===== src/rtl/bp_tournament_updater.sv =====
// Tournament branch predictor training path: after reset it sweeps every predictor
// table to its initial value, then turns resolved branches into table write beats.
module bp_tournament_updater #(
  parameter int LocalHistoryTableIndexBits = 10,
  parameter int LocalPredictorIndexBits    = 10,
  parameter int GlobalPredictorIndexBits   = 10,
  parameter int ChoicePredictorIndexBits   = 10,
  parameter int LocalCtrBits               = 2,
  parameter int GlobalCtrBits              = 2,
  parameter int ChoiceCtrBits              = 2,
  parameter int VLEN                       = 64
) (
  input  logic                                  clk_i,
  input  logic                                  rst_i,
  input  logic                                  upd_valid_i,
  output logic                                  upd_ready_o,
  input  logic [VLEN-1:0]                       upd_pc_i,
  input  logic                                  upd_taken_i,
  input  logic [GlobalPredictorIndexBits-1:0]   upd_ghr_i,
  input  logic [LocalPredictorIndexBits-1:0]    upd_lhist_i,
  input  logic [LocalCtrBits-1:0]               upd_local_ctr_i,
  input  logic [GlobalCtrBits-1:0]              upd_global_ctr_i,
  input  logic [ChoiceCtrBits-1:0]              upd_choice_ctr_i,
  output logic                                  wr_valid_o,
  input  logic                                  wr_ready_i,
  output logic                                  wr_lht_en_o,
  output logic                                  wr_local_en_o,
  output logic                                  wr_global_en_o,
  output logic                                  wr_choice_en_o,
  output logic [LocalHistoryTableIndexBits-1:0] wr_lht_idx_o,
  output logic [LocalPredictorIndexBits-1:0]    wr_lht_data_o,
  output logic [LocalPredictorIndexBits-1:0]    wr_local_idx_o,
  output logic [LocalCtrBits-1:0]               wr_local_data_o,
  output logic [GlobalPredictorIndexBits-1:0]   wr_global_idx_o,
  output logic [GlobalCtrBits-1:0]              wr_global_data_o,
  output logic [ChoicePredictorIndexBits-1:0]   wr_choice_idx_o,
  output logic [ChoiceCtrBits-1:0]              wr_choice_data_o,
  output logic [GlobalPredictorIndexBits-1:0]   commit_ghr_o,
  output logic                                  init_done_o
);

  localparam int LhtB = LocalHistoryTableIndexBits;
  localparam int LocB = LocalPredictorIndexBits;
  localparam int GlbB = GlobalPredictorIndexBits;
  localparam int ChoB = ChoicePredictorIndexBits;
  localparam int MaxA = (LhtB > LocB) ? LhtB : LocB;
  localparam int MaxB = (GlbB > ChoB) ? GlbB : ChoB;
  localparam int SweepBits = (MaxA > MaxB) ? MaxA : MaxB;
  localparam int PcHi = (LhtB > GlbB) ? LhtB : GlbB;

  localparam logic [LocalCtrBits-1:0]  LocalInit  = LocalCtrBits'((1 << (LocalCtrBits - 1)) - 1);
  localparam logic [GlobalCtrBits-1:0] GlobalInit = GlobalCtrBits'((1 << (GlobalCtrBits - 1)) - 1);
  localparam logic [ChoiceCtrBits-1:0] ChoiceInit = ChoiceCtrBits'((1 << (ChoiceCtrBits - 1)) - 1);
  localparam logic [LocalCtrBits-1:0]  LocalMax   = '1;
  localparam logic [GlobalCtrBits-1:0] GlobalMax  = '1;
  localparam logic [ChoiceCtrBits-1:0] ChoiceMax  = '1;
  localparam logic [LocalCtrBits-1:0]  LocalOne   = LocalCtrBits'(1);
  localparam logic [GlobalCtrBits-1:0] GlobalOne  = GlobalCtrBits'(1);
  localparam logic [ChoiceCtrBits-1:0] ChoiceOne  = ChoiceCtrBits'(1);
  localparam int LhtSize    = 1 << LhtB;
  localparam int LocalSize  = 1 << LocB;
  localparam int GlobalSize = 1 << GlbB;
  localparam int ChoiceSize = 1 << ChoB;

  typedef enum logic {S_INIT, S_RUN} state_e;

  // Only pc[PcHi:1] is ever used to index a table, so that is all the FIFO keeps.
  typedef struct packed {
    logic [PcHi-1:0]          pc;
    logic                     taken;
    logic [GlbB-1:0]          ghr;
    logic [LocB-1:0]          lhist;
    logic [LocalCtrBits-1:0]  lctr;
    logic [GlobalCtrBits-1:0] gctr;
    logic [ChoiceCtrBits-1:0] cctr;
  } upd_t;

  state_e               state_q;
  logic [SweepBits-1:0] sweep_q;
  logic                 init_done_q;
  logic [GlbB-1:0]      ghr_q, ghr_d;
  upd_t                 fifo_q [2];
  logic                 rd_ptr_q, rd_ptr_d;
  logic                 wr_ptr_q, wr_ptr_d;
  logic [1:0]           count_q, count_d;

  upd_t upd_in;
  upd_t head;
  logic push, pop;
  logic lp, gp;
  logic unused_pc;

  assign unused_pc = ^{upd_pc_i[VLEN-1:PcHi+1], upd_pc_i[0]};

  assign upd_in = '{pc:    upd_pc_i[PcHi:1],
                    taken: upd_taken_i,
                    ghr:   upd_ghr_i,
                    lhist: upd_lhist_i,
                    lctr:  upd_local_ctr_i,
                    gctr:  upd_global_ctr_i,
                    cctr:  upd_choice_ctr_i};

  assign head        = fifo_q[rd_ptr_q];
  assign lp          = head.lctr[LocalCtrBits-1];
  assign gp          = head.gctr[GlobalCtrBits-1];
  assign upd_ready_o = (state_q == S_RUN) && (count_q != 2'd2);
  assign wr_valid_o  = (state_q == S_INIT) || (count_q != 2'd0);
  assign push        = upd_valid_i && upd_ready_o;
  assign pop         = (state_q == S_RUN) && (count_q != 2'd0) && wr_ready_i;
  assign commit_ghr_o = ghr_q;
  assign init_done_o  = init_done_q;

  always_comb begin
    wr_lht_en_o    = 1'b1;
    wr_local_en_o  = 1'b1;
    wr_global_en_o = 1'b1;
    wr_choice_en_o = (lp != gp);
    wr_lht_idx_o   = head.pc[LhtB-1:0];
    wr_lht_data_o  = {head.lhist[LocB-2:0], head.taken};
    wr_local_idx_o = head.lhist;
    wr_global_idx_o = head.ghr ^ head.pc[GlbB-1:0];
    wr_choice_idx_o = head.ghr[ChoB-1:0];
    if (head.taken) begin
      wr_local_data_o  = (head.lctr == LocalMax)  ? head.lctr : head.lctr + LocalOne;
      wr_global_data_o = (head.gctr == GlobalMax) ? head.gctr : head.gctr + GlobalOne;
    end else begin
      wr_local_data_o  = (head.lctr == '0) ? head.lctr : head.lctr - LocalOne;
      wr_global_data_o = (head.gctr == '0) ? head.gctr : head.gctr - GlobalOne;
    end
    // The chooser moves toward the global predictor whenever it was the one that was right.
    if (gp == head.taken) begin
      wr_choice_data_o = (head.cctr == ChoiceMax) ? head.cctr : head.cctr + ChoiceOne;
    end else begin
      wr_choice_data_o = (head.cctr == '0) ? head.cctr : head.cctr - ChoiceOne;
    end
    if (state_q == S_INIT) begin
      wr_lht_en_o      = int'(sweep_q) < LhtSize;
      wr_local_en_o    = int'(sweep_q) < LocalSize;
      wr_global_en_o   = int'(sweep_q) < GlobalSize;
      wr_choice_en_o   = int'(sweep_q) < ChoiceSize;
      wr_lht_idx_o     = sweep_q[LhtB-1:0];
      wr_local_idx_o   = sweep_q[LocB-1:0];
      wr_global_idx_o  = sweep_q[GlbB-1:0];
      wr_choice_idx_o  = sweep_q[ChoB-1:0];
      wr_lht_data_o    = '0;
      wr_local_data_o  = LocalInit;
      wr_global_data_o = GlobalInit;
      wr_choice_data_o = ChoiceInit;
    end
  end

  always_comb begin
    rd_ptr_d = rd_ptr_q ^ pop;
    wr_ptr_d = wr_ptr_q ^ push;
    count_d  = count_q;
    if (push && !pop) begin
      count_d = count_q + 2'd1;
    end else if (pop && !push) begin
      count_d = count_q - 2'd1;
    end
    ghr_d = pop ? {ghr_q[GlbB-2:0], head.taken} : ghr_q;
  end

  always_ff @(posedge clk_i) begin
    if (push) begin
      fifo_q[wr_ptr_q] <= upd_in;
    end
  end

  always_ff @(posedge clk_i) begin
    if (rst_i) begin
      state_q     <= S_INIT;
      sweep_q     <= '0;
      init_done_q <= 1'b0;
      ghr_q       <= '0;
      rd_ptr_q    <= 1'b0;
      wr_ptr_q    <= 1'b0;
      count_q     <= 2'd0;
    end else begin
      rd_ptr_q <= rd_ptr_d;
      wr_ptr_q <= wr_ptr_d;
      count_q  <= count_d;
      ghr_q    <= ghr_d;
      if (state_q == S_INIT && wr_ready_i) begin
        sweep_q <= sweep_q + SweepBits'(1);
        if (sweep_q == '1) begin
          state_q     <= S_RUN;
          init_done_q <= 1'b1;
        end
      end
    end
  end

endmodule


===== config.mk =====
export PLATFORM = sky130hd
export DESIGN_NAME = bp_tournament_updater
export DESIGN_NICKNAME = d
export VERILOG_FILES = /design/src/rtl/bp_tournament_updater.sv
export SDC_FILE = /design/constraint.sdc
export NUM_CORES = 1
export LEC_CHECK = 0
export BUFFER_PORTS_ARGS = -buffer_cell sky130_fd_sc_hd__buf_2
export CORE_ASPECT_RATIO = 1.2
export CORE_MARGIN = 1.5
export CORE_UTILIZATION = 40
export CTS_CLUSTER_DIAMETER = 50
export DETAILED_ROUTE_END_ITERATION = 6
export GPL_TIMING_DRIVEN = 0
export HOLD_SLACK_MARGIN = 0.03
export PLACE_DENSITY = 0.67
export SLEW_MARGIN = 20
export SYNTH_ARGS = -nofsm -noshare
export SYNTH_HDL_FRONTEND = slang
export SYNTH_SLANG_ARGS = --single-unit

===== constraint.sdc =====
create_clock -name clk_i -period 6.7 [get_ports clk_i]
set_input_delay 0.67 -clock clk_i [delete_from_list [all_inputs] [get_ports clk_i]]
set_output_delay 0.67 -clock clk_i [all_outputs]
set_load 0.01 [all_outputs]

* Yosys cells after proc, flatten, opt, wreduce, memory -nomap -nowiden *
Memory sizes are Yosys's and may differ from the RTL's. A register that Yosys moved wholly into a read port is not among the register bits.
Index checks and enable logic that the tools add are counted.
W data, S select, Z words.

storage, ports and cells
  memory bits (writable) = 74
  input port bits = 95
  word-level logic and storage cells = 66
  register bits after elaboration = 25
  output and inout port bits = 73
  memories kept = 1

memory list
  name    words  bits a word  rd ports  clocked after memory_dff  wr ports  RTL line  RTL
  fifo_q  2      37           1         1                         1         82        upd_t fifo_q [2];

cells by class
  bitwise logic cells = 4
  mux-type cells = 23
  reductions and logical operators = 16
  add/subtract/negate cells = 9
  eq/ne operators = 7

operators with widths
  cell                     count
  $mux W10                 5
  $mux W2                  14
  $add A10 B1 Y10 const B  1
  $eq A10 B10 Y1 const B   1
  $xor A10 B10 Y10         1
  $add A2 B1 Y2 const B    4
  $sub A2 B1 Y2 const B    4
  $logic_and A1 B1 Y1      7
  $eq A2 B2 Y1 const B     3
  $logic_not A2 Y1         3
  $mux W1                  4
  $reduce_bool A2 Y1       2
  $logic_not A1 Y1         2
  $ne A2 B2 Y1 const B     1
  $reduce_and A2 Y1        1
  $xor A1 B1 Y1            2
  $eq A1 B1 Y1             1
  $logic_or A1 B1 Y1       1
  $ne A1 B1 Y1             1
  $not A1 Y1               1

* Longest topological paths before layout *
  depth in word-level cells = 7
  depth in mapped cells = 8
  gate-level depth less buffers = 7

* Least setup slack after synthesis *
Ideal clock, no wire load.

  path type = register to register
  start = reg init_done_o (netlist name)
  end = mem fifo_q[1][0] (netlist bit), enable pin
  buffers on the path = 1
  required time = 6302 ps
  library setup time = 398 ps
  cell stages (with the launch flop) = 6
  setup slack = 4036 ps
  arrival = 2266 ps
  period minus slack after synthesis = 2664 ps
  cells stage by stage = dfxtp_1 -> buf_2 -> clkinv_1 -> a21oi_1 -> and2_1 -> ha_1

RTL lines
  what           RTL line
  end, declared  82

==> tab_implementation.tex <==
\begin{tabular}{lr}
\hline
Metric & Value \\
\hline
\multicolumn{2}{l}{\textbf{Worst hold path}} \\
Hold path startpoint & commit\_ghr\_o[0] \\
Min-Delay Endpoint & commit\_ghr\_o[0] \\
Min-delay worst type & reg -> reg \\
Worst hold path depth & 2 \\
\multicolumn{2}{l}{\textbf{Global route}} \\
Total congestion overflow & 0 \\
First-pass GRT wire length & 16.72 mm \\
Vias in the first global route & 3,282 \\
Pin count of the biggest net entering global routing & 25 \\
Number of antenna violations at the first check in global routing & 0 \\
Total global routing track utilization & a little under a fifth \\
\multicolumn{2}{l}{\textbf{Route}} \\
Drt via density & between 5 and 6 \\
DR pass1 iterations & 4 \\
Final wirelength & 10.88 mm \\
WL per Instance & 17.77 µm \\
Number of DRC violations after detailed-routing iteration 0 & 237 \\
Vias & about 3,200 \\
DRC & 0 \\
Number of nets with antenna violations after routing & 0 \\
\multicolumn{2}{l}{\textbf{Setup path}} \\
Launching element type of the critical path & flop \\
Crit end category & output pin \\
Setup slack on the worst flop-to-flop path & 4.00 ns \\
Maximum fanout encountered on the critical timing path & 10 \\
Data required, critical path & 6.03 ns \\
Startpoint of the worst register-to-register path & init\_done\_o \\
Register-to-Register Path Depth & 6 \\
Cell breakdown of the critical path & buf\_2 > clkinv\_1 > clkbuf\_1 > nor2\_1 > buf\_2 \\
Worst r2r dst & fifo\_q[0][12] \\
Start point of the critical path & init\_done\_o \\
Worst Path Buf+Inv & 4 \\
Biggest cell delay along the critical path & 0.46 ns \\
Critical path's most frequent cell & sky130\_fd\_sc\_hd\_\_buf\_2 \\
Setup Crit Path Kind & reg -> out \\
Gate family responsible for the most delay along the worst path & buffers and inverters \\
Arrival time of the worst setup path & around 2.3 ns \\
Slowest stage cell on the critical path & sky130\_fd\_sc\_hd\_\_clkbuf\_1 \\
\multicolumn{2}{l}{\textbf{STA}} \\
Transition time at the pin with the least slew margin & between 0.7 and 0.8 ns \\
Number of failing setup endpoints in the final timing report & 0 \\
Setup tns final & 0 ns \\
Unrepaired setup endpoints after global routing & false \\
Period utilisation layout & about 45\% \\
Count of pins over their slew limit & 0 \\
Achievable frequency & 334.1 MHz \\
Number of hold-slack violations in the final timing report & 0 \\
Time the worst path needs with I/O delays and setup & about 3.0 ns \\
Worst slew margin relative to its limit & a little under half \\
Setup skew after layout & 0.004663 ns \\
\multicolumn{2}{l}{\textbf{Logic synthesis}} \\
Unique cell type count in the Yosys netlist & 37 \\
Number of instances in the synthesized netlist & 351 \\
Post-Syn Area per Cell & 12.86 µm² \\
FF+latch count, synth & 99 \\
Combinational family with the most area after synthesis & multiplexers \\
Share of synthesized cell area in full adder, half adder and majority cells & 1.996\% \\
Simple-Gate Fraction of Synth Area & a little over 7\% \\
Count of yosys warnings during synthesis & 0 \\
Proportion of synthesized flip-flops having asynchronous set or reset & 0\% \\
Commonest register cell after synthesis & sky130\_fd\_sc\_hd\_\_edfxtp\_1 \\
Share of the synthesized netlist area taken by xor and xnor gates & 5.432\% \\
Number of enable-type register cells in the synthesized netlist & 74 \\
Sequential-to-total area share from yosys stat & 60.31\% \\
Proportion of synthesized area in mux cells & 15.11\% \\
Synthesized-area fraction occupied by ao, oa, aoi and oai cells & roughly 6.6\% \\
Cell area after synthesis & 4514 µm² \\
\multicolumn{2}{l}{\textbf{Run status}} \\
Status & finished, final reports clean \\
\multicolumn{2}{l}{\textbf{Cells and area}} \\
Share of cells above drive strength 1 & between 30\% and 40\% \\
Filler Cells Inserted & 1,008 \\
Layout-stage area growth over the synthesis result & 22.70\% \\
Layout net count & between 500 and 600 \\
Ant. Diodes & 0 \\
Non-filler cells, final & a little over 600 \\
\multicolumn{2}{l}{\textbf{Place}} \\
Final estimated routing congestion in global placement & between 0.7 and 0.8 \\
Final HPWL from detailed placement & 7.825 mm \\
Placed cells & just under 600 \\
IO buf count & about 110 \\
\multicolumn{2}{l}{\textbf{Floorplan}} \\
Number of placed I/O pins & 168 \\
Die outline area & between 10,000 and 15,000 µm² \\
Std cell rows & 42 \\
Die span in x & between 90 and 100 µm \\
CORE AREA & 11,040 µm² \\
Effective utilization at floorplan & 40.91\% \\
Height of the die & approximately 120 µm \\
\multicolumn{2}{l}{\textbf{Clocking}} \\
Clock latency on the worst-skew pair & 0.34 ns \\
Count of hold-fix buffers inserted at cts & 0 \\
Clock transition at the registers of the reported paths & roughly 0.060 ns \\
H-Tree Depth & 3 \\
Post-CTS Repair Setup Buffers & 0 \\
Clock tree from TritonCTS & built \\
Root Buffer & sky130\_fd\_sc\_hd\_\_clkbuf\_16 \\
TritonCTS Sinks & 99 \\
Number of buffers on the longest clock path & 2 \\
Clock buffers created by TritonCTS & 9 \\
Count of instances resized after the clock tree is built & 0 \\
\multicolumn{2}{l}{\textbf{Power and ir drop}} \\
Power after layout & 1.155 mW \\
Pwr per Cell Area & 208.6 nW/µm² \\
Worst supply voltage drop on vdd & 0.1245 mV \\
Leak pwr & 2.166 nW \\
\multicolumn{2}{l}{\textbf{Run}} \\
Max-cap violations & 0 \\
\hline
\end{tabular}
-- flip-flops by register name, summed over array words and instances (netlist names) --
register,flops
commit_ghr_o,10
count_q,2
init_done_o,1
sweep_q,10
wr_ptr_q,1
fifo_q,74
rd_ptr_q,1
-- worst max path at each step --
stage          slack [ns]  depth (start not counted)                to
2_1_floorplan        4.04                          5      fifo_q[1][0]
3_3_place_gp         3.17                          5     fifo_q[1][10]
3_5_place_dp         3.97                          6     fifo_q[0][10]
4_1_cts              3.67                          5  wr_lht_data_o[4]
5_1_grt              3.53                          5  wr_lht_data_o[4]
6_report             3.71                          5  wr_lht_data_o[4]
-- layout make-up --
class	instances	area, µm²	share of cell area (%)
clock buffer	12	236.5	4.269
timing repair buffer	111	585.6	10.57
tap	132	165.2	2.982
clock inverter	4	25.02	0.4518
multi-input combinational	227	1652	29.82
inverter	6	22.52	0.4066
sequential	99	2723	49.15
buffer	21	130.1	2.349
-- stage by stage --
stage | instance area [µm²] | setup slack [ns] | utilization (%) | hold slack (ns)
3_3_place_gp | 5233 | 3.167 | 47.42 | 0.4719
4_1_cts | 5539 | 3.666 | 50.19 | 0.4912
2_1_floorplan | 4522 | 4.036 | - | 0.4648
5_1_grt | 5539 | 3.533 | 50.19 | 0.5057
3_5_place_dp | 5278 | 3.969 | 47.82 | 0.4735
6_report | 5539 | 3.707 | 50.19 | 0.4947
-- logic make-up after synthesis --
family          count (synthesis)
other cells                     1
simple gates                   66
buf+inv                        27
flops                          99
compound gates                 55
xor+xnor                       28
fa+ha+maj                       8
mux                            67
-- layout by cell type, fill, tap and decap left out, drive strengths merged, types with 6 or more instances in the layout --
| cell type | synthesis | layout |
|---|---|---|
| edfxtp | 74 | 74 |
| mux2 | 9 | 9 |
| nor2 | 37 | 37 |
| clkbuf | 4 | 16 |
| buf | 17 | 128 |
| dfxtp | 25 | 25 |
| nand2 | 6 | 6 |
| a21oi | 40 | 40 |
| xor2 | 11 | 11 |
| inv | 5 | 7 |
| xnor2 | 17 | 17 |
| o21ai | 6 | 6 |
| mux2i | 58 | 58 |
-- cell usage after synthesis, types with 2 or more instances --
master,instances,area (µm²)
sky130_fd_sc_hd__edfxtp_1,74,2222
sky130_fd_sc_hd__mux2i_1,58,580.6
sky130_fd_sc_hd__a21oi_1,40,200.2
sky130_fd_sc_hd__nor2_1,37,138.9
sky130_fd_sc_hd__dfxtp_1,25,500.5
sky130_fd_sc_hd__xnor2_1,17,148.9
sky130_fd_sc_hd__xor2_1,11,96.34
sky130_fd_sc_hd__mux2_2,9,101.4
sky130_fd_sc_hd__buf_2,8,40.04
sky130_fd_sc_hd__buf_4,7,52.55
sky130_fd_sc_hd__nand2_1,6,22.52
sky130_fd_sc_hd__o21ai_0,6,30.03
sky130_fd_sc_hd__inv_1,5,18.77
sky130_fd_sc_hd__or4_1,5,37.54
sky130_fd_sc_hd__clkbuf_1,4,15.01
sky130_fd_sc_hd__ha_1,4,50.05
sky130_fd_sc_hd__maj3_1,4,40.04
sky130_fd_sc_hd__o31ai_1,4,30.03
sky130_fd_sc_hd__or3_1,3,18.77
sky130_fd_sc_hd__and2_1,2,12.51
sky130_fd_sc_hd__buf_6,2,22.52
sky130_fd_sc_hd__nand2b_1,2,12.51
sky130_fd_sc_hd__nand3_1,2,10.01
sky130_fd_sc_hd__nor2b_1,2,12.51
sky130_fd_sc_hd__or3_2,2,15.01
-- report_power, final --
part	switching, mW	leakage (nW)	internal [mW]
sequential	0.00217	0.866	0.659
clock	0.206	0.129	0.252
combinational	0.0197	1.17	0.0170
-- routing by layer --
metal	up-vias	share of wire [%]	GRT usage (%)
met3	15	7.0	4.225
met1	1517	40	21.92
met2	102	51	32.40
met5	-	0	0
li1	1530	-	-
met4	0	2.0	9.859
-- worst reg2reg max path: stages (launching register included) --
cell                       delay, ns
sky130_fd_sc_hd__dfxtp_1        0.43
sky130_fd_sc_hd__buf_2          0.32
sky130_fd_sc_hd__clkinv_1       0.39
sky130_fd_sc_hd__a21oi_1        0.29
sky130_fd_sc_hd__and2_1         0.23
sky130_fd_sc_hd__ha_2           0.48
sky130_fd_sc_hd__buf_12         0.25
Power figures use the tool's default switching activity.
